==> config.mk <==
export PLATFORM = sky130hd
export DESIGN_NAME = fre_mul_datapath
export DESIGN_NICKNAME = d
export VERILOG_FILES = /design/src/rtl/fre_mul_datapath.sv
export SDC_FILE = /design/constraint.sdc
export NUM_CORES = 1
export LEC_CHECK = 0
export CORE_AREA = 4 4 87 89
export DETAILED_ROUTE_END_ITERATION = 10
export DIE_AREA = 0 0 91 93
export PLACE_DENSITY_LB_ADDON = 0.2
export SLEW_MARGIN = 10
export SYNTH_ARGS = -nofsm -noshare
export SYNTH_HDL_FRONTEND = slang
export SYNTH_SLANG_ARGS = --single-unit
==> constraint.sdc <==
create_clock -name clk -period 2.3 [get_ports clk]
set_input_delay 0.69 -clock clk [delete_from_list [all_inputs] [get_ports clk]]
set_output_delay 0.69 -clock clk [all_outputs]
set_load 0.01 [all_outputs]
==> src/rtl/fre_mul_datapath.sv <==
// Frequency-multiplier datapath: measures one sig_in period, then counts it down in 2^LOG2_MULT slices.
// Build option: define FMUL_OUT_TOGGLE_EN for a square-wave f_out; otherwise f_out pulses.
module fre_mul_datapath #(
  parameter int unsigned W         = 8,
  parameter int unsigned LOG2_MULT = 2,
  parameter int unsigned PULSES    = 16
) (
  input  logic         clk,
  input  logic         rst,
  input  logic         sig_in,
  input  logic         init1,
  input  logic         up,
  input  logic         init2,
  input  logic         down,
  output logic         cnt_complete,
  output logic         equal,
  output logic         end_cal,
  output logic [W-1:0] period,
  output logic         ovf,
  output logic         f_out
);

  localparam int unsigned PW = $clog2(PULSES + 1);
  localparam logic [W-1:0] CntMax = '1;

  logic [2:0]    sync_q;
  logic          rise;
  logic [W-1:0]  cnt_q, cnt_d;
  logic          armed_q, armed_d;
  logic          ovf_q, ovf_d;
  logic [W-1:0]  period_q, period_d;
  logic [W-1:0]  shifted, reload;
  logic [W-1:0]  dcnt_q, dcnt_d;
  logic [PW-1:0] pcnt_q, pcnt_d;
  logic          loaded_q, loaded_d;
  logic          fout_q, fout_d;

  // sync_q[1:0] is the 2-flop synchronizer, sync_q[2] the edge-detect history.
  assign rise = sync_q[1] & ~sync_q[2];

  always_comb begin
    cnt_d    = cnt_q;
    armed_d  = armed_q;
    ovf_d    = ovf_q;
    period_d = period_q;
    if (init1) begin
      cnt_d   = '0;
      armed_d = 1'b0;
      ovf_d   = 1'b0;
    end else if (up) begin
      if (!armed_q && rise) begin
        armed_d = 1'b1;
        cnt_d   = W'(1);
      end else if (armed_q && !rise) begin
        if (cnt_q != CntMax) begin
          cnt_d = cnt_q + 1'b1;
          if (cnt_q == CntMax - 1'b1) ovf_d = 1'b1;
        end
      end else if (armed_q && rise) begin
        period_d = cnt_q;
        armed_d  = 1'b0;
      end
    end
  end

  assign shifted = period_q >> LOG2_MULT;
  assign reload  = (shifted == '0) ? W'(1) : shifted;

  // loaded_q keeps equal quiet after reset until the first reload has happened.
  always_comb begin
    dcnt_d   = dcnt_q;
    pcnt_d   = pcnt_q;
    loaded_d = loaded_q;
    if (init2) begin
      dcnt_d   = reload - 1'b1;
      loaded_d = 1'b1;
      pcnt_d   = down ? pcnt_q + 1'b1 : '0;
    end else if (down && dcnt_q != '0) begin
      dcnt_d = dcnt_q - 1'b1;
    end
  end

  assign cnt_complete = up & armed_q & rise;
  assign equal        = down & loaded_q & (dcnt_q == '0);
  assign end_cal      = equal & (pcnt_q == PW'(PULSES - 1));

  always_comb begin
`ifdef FMUL_OUT_TOGGLE_EN
    fout_d = fout_q;
    if (init2 && !down) begin
      fout_d = 1'b0;
    end else if (equal) begin
      fout_d = ~fout_q;
    end
`else
    fout_d = equal;
`endif
  end

  always_ff @(posedge clk or negedge rst) begin
    if (!rst) begin
      sync_q   <= '0;
      cnt_q    <= '0;
      armed_q  <= 1'b0;
      ovf_q    <= 1'b0;
      period_q <= '0;
      dcnt_q   <= '0;
      pcnt_q   <= '0;
      loaded_q <= 1'b0;
      fout_q   <= 1'b0;
    end else begin
      sync_q   <= {sync_q[1:0], sig_in};
      cnt_q    <= cnt_d;
      armed_q  <= armed_d;
      ovf_q    <= ovf_d;
      period_q <= period_d;
      dcnt_q   <= dcnt_d;
      pcnt_q   <= pcnt_d;
      loaded_q <= loaded_d;
      fout_q   <= fout_d;
    end
  end

  assign period = period_q;
  assign ovf    = ovf_q;
  assign f_out  = fout_q;

endmodule

# After elaboration in Yosys (flattened, before gate mapping)
# Cells that the tools add are included.
# totals
out_inout_bits	13
latch_bits	0
ramBits	0
word_cells	69
ff_bits	36
input_bits	7
romBits	0
mem_count	0
# op_classes
shift	0
add_sub_neg	4
muxes	20
bitwise_logic	10
multipliers	0
n_eq_ne	5
div_mod_pow	0
magnitude_cmp	0
reduce_logical	21
# op_table
cell	n
$mux 8	7
$logic_not 8->1	2
$mux 1	11
$reduce_and 5->1	2
$reduce_bool 2->1	5
$reduce_bool 3->1	3
$add 8x1->8 const B	1
$eq 8x8->1 const B	1
$ne 8x8->1 const B	1
$reduce_bool 8->1	1
$sub 8x1->8 const B	1
$sub 6x1->7 const B	1
$and 1x1->1	6
$mux 6	1
$reduce_and 3->1	2
$add 5x1->5 const B	1
$eq 5x4->1 const B	1
$mux 5	1
$logic_and 1x1->1	4
$not 1->1	4
$ne 3x3->1 const B	1
$logic_not 1->1	2
$ne 2x2->1 const B	1

# Longest topological paths before layout
# Gate-level depths: netlist (run 1).
# depth
ltp_word	8
mapped_depth	7
mapped_depth_nobuf	6

# Worst setup path before layout (run 1)
# OpenSTA, ideal clock, no wires.
# synth_timing
kind	input port to output port
start	in down
end	out end_cal
stages	4
n_path_buf	1
t_arrival_ns	1.367
path_slack_ns	0.243
required_ns	1.610
path_cell_list	buf_6 -> nand3_1 -> and4bb_2 -> and2_1
# synth_between
elab_chain_len	3
# synth_rtl
element	line	text
start, declared	14	input logic down,
$and 1x1->1 (2 in series)	84	assign equal = down & loaded_q & (dcnt_q == '0);
via equal	16	output logic equal,
$and 1x1->1	85	assign end_cal = equal & (pcnt_q == PW'(PULSES - 1));
end, declared	17	output logic end_cal,
# The timed path passes the listed nets, and every way through them passes these cells.

# Worst setup path after layout (run 1)
# layout_timing
start	reg dcnt_q[4]
end	out end_cal
# layout_between
elab_chain_len	3
# layout_rtl
element	line	text
start, declared	33	logic [W-1:0] dcnt_q, dcnt_d;
start signal, assigned	117	dcnt_q <= dcnt_d;
$logic_not 8->1	84	
$and 1x1->1	84	
$and 1x1->1	85	
# No other way between the ends.

==> results of run 1 <==
==> placed cells by master, fill, tap and decap left out, types with 2 or more instances in the layout <==
master,count
nand4_1,4
nand3_1,6
dfrtp_1,36
o21ai_0,11
and3_1,3
nand2_1,15
buf_4,19
a31oi_1,2
ha_1,10
dlygate4sd2_1,2
nor2_1,10
clkbuf_8,5
xnor2_1,6
inv_1,14
or3_1,3
a211oi_1,3
nor4_1,3
mux2_2,6
or4b_1,3
clkdlybuf4s50_1,14
a21oi_1,12
nand2b_1,3
buf_2,2
xor2_1,3
mux2i_1,4
or2_2,2
==> kinds of logic (layout without fill, tap and decap cells) <==
group	count (synthesis)	in the layout	synth area share, %
flip-flops	36	36	45.60
adder cells (fa/ha/maj)	10	10	6.333
AO/OA/AOI/OAI	46	46	15.45
buffers and inverters	20	60	4.876
multiplexers	10	10	5.446
AND/OR/NAND/NOR	63	63	18.30
XOR/XNOR	9	9	3.990
==> power by group <==
group	switching, uW	internal [uW]
sequential	19.0	660
clock	236	321
combinational	120	113
total	375	1090
==> final cells by class <==
class                           count  area share [%]
Clock buffer                        5           2.781
Inverter                           14           2.123
Sequential cell                    36           36.40
Clock inverter                      3           1.719
Multi-Input combinational cell    138           39.94
Timing Repair Buffer               38           12.99
Tap cell                           80           4.044
==> through the flow <==
step	setup slack [ns]	instances
floorplan	0.2426	194
global placement	-0.5630	306
detailed placement	-0.5734	306
CTS	0.006938	314
global route	-0.03804	314
finish	0.04208	314
==> layer usage <==
layer | share of wire, % | GRT usage (%) | routed length [um]
met3 | 2.8 | 2.735 | 117
met1 | 48 | 14.23 | 1998
met2 | 48 | 17.72 | 2004
met4 | 0.46 | 2.261 | 19
met5 | 0 | 0 | 0
==> sequential cells by signal, summed over array words and instances, names as in the netlist <==
register and count:
f_out 1, armed_q 1, ovf 1, cnt_q 8, loaded_q 1, sync_q 3
pcnt_q 5, period 8, dcnt_q 8
==> worst paths after layout <==
check                           startpoint   endpoint  slack [ns]  cells after the start
worst max-delay path             dcnt_q[4]    end_cal        0.04                      6
worst min-delay path             sync_q[0]  sync_q[1]        0.36                      0
worst max register to register   period[4]  dcnt_q[4]        0.45                      6
worst min register to register   sync_q[0]  sync_q[1]        0.36                      0
max in group asynchronous              rst  pcnt_q[1]        1.53                      2
min in group asynchronous              rst        ovf        0.44                      2
==> worst max-delay path: stages, from the launching register on <==
cell and delay [ns]:
dfrtp_1 0.39, nor3_2 0.17, buf_4 0.14, nand3_2 0.06, and4bb_2 0.29, and2_1 0.12, buf_2 0.12
==> what timing repair did <==
action                                  CTS  global route
endpoints found under the setup margin    3             2
gates cloned                              0             0
endpoints found under the hold margin     0             0
resized for setup                        12             1
pin swaps                                 2             0
==> impl_metrics.csv, run 1 <==
group,metric,value,unit
die,dieWidth,91,um
placed_design,gp_congestion,0.7495,
yosys,ys.flop_type,"dfrtp_1",
yosys,syn-num-nets,211,
placed_design,dpl-instance-area,2360,sq um
yosys,synth.largest_area_cell,"dfrtp_1",
critical_path,path_class,"flop to output port",
grt,antenna_found_initial,0,
sta,min_period,2.258,ns
yosys,ys_seq_elements,36,
grt,grt_start_max_net_pins,37,
yosys,synth_commonest_cells,"36 x dfrtp_1, 15 x nand2_1, 14 x inv_1",
clock_network,post_cts_buffers,0,
clock_network,htree_num_levels,2,
sta,tightest_slew,0.4501,ns
die,rows,30,
finish,synthToLayoutAreaGrowth,25.27,%
yosys,synthTopCellsByArea,"dfrtp_1 46%, ha_1 6.3%, mux2_2 3.4%",
yosys,netlist_instances,194,
yosys,avgSynthCellArea,10.18,sq um
finish,final_nets,250,
finish,nFillCells,690,
critical_path,critPathLaunchType,"flop",
clock_network,clk_latency,0.29,ns
routing,wl_per_cell,13.18,um
finish,drive_above_1_share,20.51,%
critical_path,arrival,1.57,ns
clock_network,clock-sinks,36,
sta,rsz0062_at_grt,"yes",
yosys,synth_top_area_share,45.60,%
sta,fmax,442.9,MHz
finish,final_core_util,36.63,%
critical_path,worst_ep_required_time,1.61,ns
routing,drt-total-wl,4139,um
grt,grt_pass1_wl,7438,um
sta,hold_ws,0.3591,ns
finish,diodes,0,
sta,setup_tns,0,ns
yosys,ys_types,53,
placed_design,dpl.hpwl,3072,um
finish,multiInputGateArea,988.4,sq um
clock_network,cts_tree,"done",
die,fp.coreArea,6756,sq um
critical_path,critPathCaptureType,"output port",
yosys,yosys_warnings,0,
sta,skew,0.01054,ns
die,die_y,93,um
finish,seq_area,900.9,sq um
grt,grt_util_all_layers,10.73,%
pwr,ir_drop,0.0002559,V
sta,setup_viol,0,
critical_path,crit_fanout,2,
sta,hold_violations,0,
hold_path,hp-class,"flop to flop",
clock_network,cts_hold_buf,0,
sta,slew_headroom,69.72,%
routing,drc,0,
yosys,netlist_area,1976,sq um
run,cap_viol_max_count,0,
pwr,p_total,1470,uW
die,io-pin-count,20,
yosys,synth.most_common_cell,"dfrtp_1",
sta,period_share,98.17,%
die,die-area,8463,sq um
yosys,async_flop_share,100.0,%
yosys,synth_edf_count,0,
grt,grt_pass1_vias,1564,
routing,avgViaCountPerCell,4.863,
routing,ant_nets,0,
die,start_util,29.24,%
finish,stdcell_area,2475,sq um
routing,drt_iter0_drc,74,
clock_network,cts-root-buf,"clkbuf_8",
outcome,status,"finished clean",
routing,first_pass_iters,4,
yosys,yosysSeqAreaShare,45.60,%
clock_network,numCtsBuffers,5,
grt,overflow,0,
pwr,power.leakage,0.001096,uW
clock_network,cts.path.max_buffers,2,
sta,maxSlewViolCount,0,
routing,num_vias,1527,
clock_network,clkSlewWorstSetupHoldPaths,0.08,ns
placed_design,portBuffers,19,
pwr,powerDensity,593.8,nW/um^2
Power figures use the tool's default switching activity.
==> run 2, diff against run 1 <==
==> constraint.sdc (replaced) <==
create_clock -name clk -period 2.8 [get_ports clk]
set_input_delay 0.84 -clock clk [delete_from_list [all_inputs] [get_ports clk]]
set_output_delay 0.84 -clock clk [all_outputs]
set_load 0.01 [all_outputs]
==> impl_metrics.csv, run 2 (synthesized netlist as in run 1, its figures left out) <==
group,metric,value,unit
clock_network,post_cts_buffers,0,
finish,synthToLayoutAreaGrowth,20.14,%
sta,maxSlewViolCount,0,
pwr,power.leakage,0.001047,uW
sta,period_share,91.23,%
grt,grt_start_max_net_pins,37,
finish,final_common_cell,"dfrtp_1",
critical_path,worst_ep_required_time,1.96,ns
finish,final_nets,241,
critical_path,reg2reg_slack,0.97,ns
finish,final_cell_mix,"36 x dfrtp_1, 15 x nand2_1, 14 x inv_1, 14 x clkdlybuf4s50_1, 12 x a21oi_1",
die,rows,30,
pwr,p_seq_share,51.0,%
clock_network,htree_num_levels,2,
clock_network,cts_tree,"done",
sta,tightest_slew,0.8187,ns
critical_path,arrival,1.71,ns
clock_network,numCtsBuffers,5,
grt,overflow,0,
pwr,powerDensity,464.7,nW/um^2
sta,slew_headroom,45.42,%
sta,hold_violations,0,
critical_path,critPathLaunchType,"input pin",
critical_path,crit_fanout,2,
die,start_util,29.24,%
die,fp.coreArea,6756,sq um
routing,avgViaCountPerCell,4.862,
hold_path,whs_path_depth,0,
pwr,ir_drop,0.0001996,V
die,io-pin-count,20,
placed_design,gp_congestion,0.7378,
run,cap_viol_max_count,0,
clock_network,clk_latency,0.28,ns
sta,rsz0062_at_grt,"no",
sta,fin_ws,0.2457,ns
placed_design,dp_slack,-0.3737,ns
finish,diodes,0,
critical_path,reg2reg_from,"period[4]",
routing,ant_nets,0,
sta,skew,0.004214,ns
outcome,status,"finished clean",
die,die_y,93,um
sta,setup_viol,0,
critical_path,path_class,"input pin to output port",
pwr,netSwitchingPower,286.9,uW
routing,first_pass_iters,4,
hold_path,worstHoldStart,"sync_q[0]",
clock_network,clkSlewWorstSetupHoldPaths,0.07,ns
critical_path,r2r_cells,6,
routing,drt_iter0_drc,25,
pwr,p_int,816.0,uW
hold_path,hp-class,"flop to flop",
sta,hold_ws,0.3571,ns
pwr,swShare,26.02,%
grt,grt_pass1_wl,7334,um
grt,antenna_found_initial,0,
critical_path,critPathCaptureType,"output port",
placed_design,portBuffers,19,
grt,grt_pass1_vias,1538,
routing,drt-total-wl,4100,um
pwr,p_total,1103,uW
pwr,pwr-share-clk,34.5,%
clock_network,cts.path.max_buffers,2,
placed_design,dpl.hpwl,2987,um
finish,stdcell_count,305,
sta,fmax,391.5,MHz
clock_network,clock-sinks,36,
routing,num_vias,1483,
placed_design,placed_cells,297,
critical_path,timing.rr.end,"dcnt_q[4]",
hold_path,holdPathEnd,"sync_q[1]",
routing,drc,0,
die,dieWidth,91,um
pwr,comb_power_share,14.4,%
sta,min_period,2.554,ns
routing,wl_per_cell,13.44,um
clock_network,cts-root-buf,"clkbuf_8",
finish,drive_above_1_share,15.56,%
grt,grt_util_all_layers,10.62,%
die,die-area,8463,sq um
==> run 2: changes by cell type in the layout (fill, tap and decap cells not counted), sizes merged <==
cell          delta
clkinvlp         -1
dlymetal6s2s     +1
clkinv           -1
clkbuf           +3
dlygate4sd2      -1
bufinv           -1
buf              -9
==> run 2: layer usage <==
| metal | global-route usage (%) | up-vias | routed length, um |
|---|---|---|---|
| li1 | - | 771 | - |
| met1 | 14.21 | 686 | 2004 |
| met2 | 16.92 | 21 | 1941 |
| met3 | 2.574 | 5 | 118 |
| met4 | 3.392 | 0 | 35 |
| met5 | 0 | - | 0 |
==> run 2: final cells by class <==
type,instances,area [sq um]
timing repair buffer,29,251.5
sequential,36,900.9
inverter,14,52.55
clock buffer,8,90.09
tap,80,100.1
fill,698,4383
multi-input combinational,138,978.4
==> run 2: per-stage QoR <==
| step | instance area (sq um) | setup TNS (ns) | utilization, % |
|---|---|---|---|
| floorplan | 1976 | 0 | - |
| CTS | 2371 | 0 | 35.09 |
| global route | 2374 | 0 | 35.13 |
| detailed placement | 2292 | -0.7593 | 33.93 |
| global placement | 2292 | -0.7320 | 33.93 |
| finish | 2374 | 0 | 35.13 |
==> run 2: power by group through the flow <==
stage               clock network (uW)  logic, uW  registers [uW]
floorplan                            0        101             572
global placement                     0        163             573
detailed placement                   0        163             573
CTS                                402        163             563
global route                       420        181             567
finish                             381        159             563
==> run 2: worst max-delay path by stage <==
stage,from,end,slack (ns)
final,up,cnt_complete,0.25
after global routing,up,cnt_complete,0.19
after CTS,down,end_cal,0.04
after detailed placement,down,end_cal,-0.37
after global placement,down,end_cal,-0.36
after floorplan,down,end_cal,0.44
==> run 2: critical path: stages <==
cell and delay, ns:
clkdlybuf4s50_1 0.47, and3_1 0.14, dlygate4sd2_1 0.26
==> run 2: repair_timing <==
action / 4_1_cts / 5_1_grt
pin swaps: 1 / 1
hold buffers: 0 / 0
hold endpoints to repair: 0 / 0
setup endpoints to repair: 3 / 2
resized for setup: 9 / 1
==> run 3, diff against run 2 <==
--- a/config.mk
+++ b/config.mk
@@ -5,9 +5,9 @@
 export SDC_FILE = /design/constraint.sdc
 export NUM_CORES = 1
 export LEC_CHECK = 0
-export CORE_AREA = 4 4 87 89
+export CORE_AREA = 2 2 85 87
 export DETAILED_ROUTE_END_ITERATION = 10
-export DIE_AREA = 0 0 91 93
+export DIE_AREA = 0 0 87 89
 export PLACE_DENSITY_LB_ADDON = 0.2
 export SLEW_MARGIN = 10
 export SYNTH_ARGS = -nofsm -noshare
==> constraint.sdc (replaced) <==
create_clock -name clk -period 2.3 [get_ports clk]
set_input_delay 0.69 -clock clk [delete_from_list [all_inputs] [get_ports clk]]
set_output_delay 0.69 -clock clk [all_outputs]
set_load 0.01 [all_outputs]
==> impl_metrics.csv, run 3 (synthesized netlist as in run 1, its figures left out) <==
group,metric,value,unit
routing,avgViaCountPerCell,5.016,
grt,grt_util_all_layers,12.60,%
clock_network,htree_num_levels,2,
die,start_util,29.40,%
die,die-area,7743,sq um
sta,period_share,98.72,%
placed_design,placed_cells,307,
die,rows,30,
finish,final_nets,251,
clock_network,cts_tree,"done",
grt,grt_start_max_net_pins,37,
grt,antenna_found_initial,0,
placed_design,dpl-instance-area,2367,sq um
hold_path,worstHoldStart,"sync_q[0]",
critical_path,arrival,1.58,ns
sta,tightest_slew,0.4971,ns
finish,diodes,0,
pwr,power.leakage,0.001097,uW
critical_path,crit_fanout,2,
grt,overflow,0,
clock_network,cts.path.max_buffers,2,
sta,skew,0.007953,ns
grt,grt_pass1_wl,7541,um
placed_design,dp_slack,-0.5559,ns
clock_network,clock-sinks,36,
run,cap_viol_max_count,0,
critical_path,timing.critical_path.buf_inv,2,
sta,fmax,440.4,MHz
routing,wl_per_cell,13.78,um
clock_network,clk_latency,0.29,ns
critical_path,reg2reg_from,"cnt_q[0]",
routing,num_vias,1580,
sta,min_period,2.271,ns
die,die_y,89,um
finish,final_cell_mix,"36 x dfrtp_1, 20 x buf_4, 15 x nand2_1",
outcome,status,"finished clean",
sta,setup_viol,0,
finish,stdcell_count,315,
clock_network,numCtsBuffers,5,
critical_path,cp_top_family,"buffers and inverters",
die,io-pin-count,20,
grt,grt_pass1_vias,1561,
routing,drt_iter0_drc,53,
finish,stdcell_area,2495,sq um
critical_path,cpPeakStageDelay,0.49,ns
routing,drc,0,
critical_path,path_class,"input pin to output port",
routing,first_pass_iters,4,
critical_path,path_cells,"clkdlybuf4s50_1, and3_4, clkdlybuf4s15_2",
sta,fin_ws,0.02937,ns
clock_network,post_cts_buffers,0,
placed_design,dpl.hpwl,3178,um
die,dieWidth,87,um
placed_design,gp_congestion,0.7541,
routing,drt-total-wl,4340,um
sta,hold_ws,0.3530,ns
finish,synthToLayoutAreaGrowth,26.28,%
hold_path,hp-class,"flop to flop",
routing,ant_nets,0,
critical_path,cpMaxStageDelayCell,"clkdlybuf4s50_1",
finish,drive_above_1_share,21.70,%
critical_path,crit_start,"up",
die,fp.coreArea,6719,sq um
critical_path,critPathLaunchType,"input pin",
critical_path,worst_ep_required_time,1.61,ns
sta,slew_headroom,66.86,%
sta,maxSlewViolCount,0,
clock_network,cts-root-buf,"clkbuf_8",
clock_network,clkSlewWorstSetupHoldPaths,0.07,ns
critical_path,critPathCaptureType,"output port",
sta,rsz0062_at_grt,"yes",
sta,hold_violations,0,
pwr,powerDensity,592.0,nW/um^2
placed_design,portBuffers,19,
finish,final_common_cell,"dfrtp_1",
pwr,ir_drop,0.0002644,V
[run 3: cell count changes in the layout (fill, tap and decap cells not counted), sizes merged]
cell	before	now
clkinv	0	1
bufinv	0	1
buf	13	23
dlymetal6s2s	1	0
clkbuf	8	6
clkdlybuf4s15	0	1
[run 3: area by class of cell]
type                            count  area [sq um]
Timing Repair Buffer               39         337.8
Tap cell                           80         100.1
Clock inverter                      2         35.03
Fill cell                         686          4224
Inverter                           14         52.55
Clock buffer                        6         72.57
Multi-Input combinational cell    138         996.0
Sequential cell                    36         900.9
[run 3: where the power goes]
part	leakage [uW]	internal [uW]	switching, uW	total [uW]
clock network	0.0000552	322	241	563
logic	0.000562	113	122	235
registers	0.000479	660	19.1	679
[run 3: per-layer routing]
layer / routed length [um] / vias up / GRT usage (%)
met2: 2054 / 28 / 21.10
li1: - / 791 / -
met4: 58 / 0 / 4.261
met5: 0 / - / 0
met3: 162 / 7 / 2.770
met1: 2064 / 754 / 16.15
[run 3: path summary, 6_finish.rpt]
path	end	slack [ns]	cells after the start
worst max-delay path	cnt_complete	0.03	3
worst min-delay path	sync_q[1]	0.35	0
worst max register to register	cnt_q[1]	0.53	5
worst min register to register	sync_q[1]	0.35	0
max in group asynchronous	period[7]	1.51	2
min in group asynchronous	pcnt_q[4]	0.44	2
[run 3: worst register-to-register path, stage by stage (launching register included)]
cell,delay (ns)
dfrtp_1,0.45
ha_1,0.31
nand3_1,0.15
o21ai_2,0.10
or4b_1,0.52
a31oi_1,0.17
[run 3: what timing repair did]
action | CTS | global route
hold endpoints to repair | 0 | 0
endpoints found under the setup margin | 3 | 3
pin swaps | 1 | 3
hold buffers | 0 | 0
gates cloned | 0 | 0
gates resized for setup | 13 | 5
[run 3: metrics by stage]
| stage | power (uW) | util (%) | setup TNS (ns) |
|---|---|---|---|
| CTS | 1496 | 36.76 | 0 |
| finish | 1477 | 37.13 | 0 |
| global placement | 925.0 | 35.23 | -1.392 |
| detailed placement | 925.9 | 35.23 | -1.396 |
| floorplan | 819.3 | - | 0 |
| global route | 1561 | 37.13 | -0.06922 |
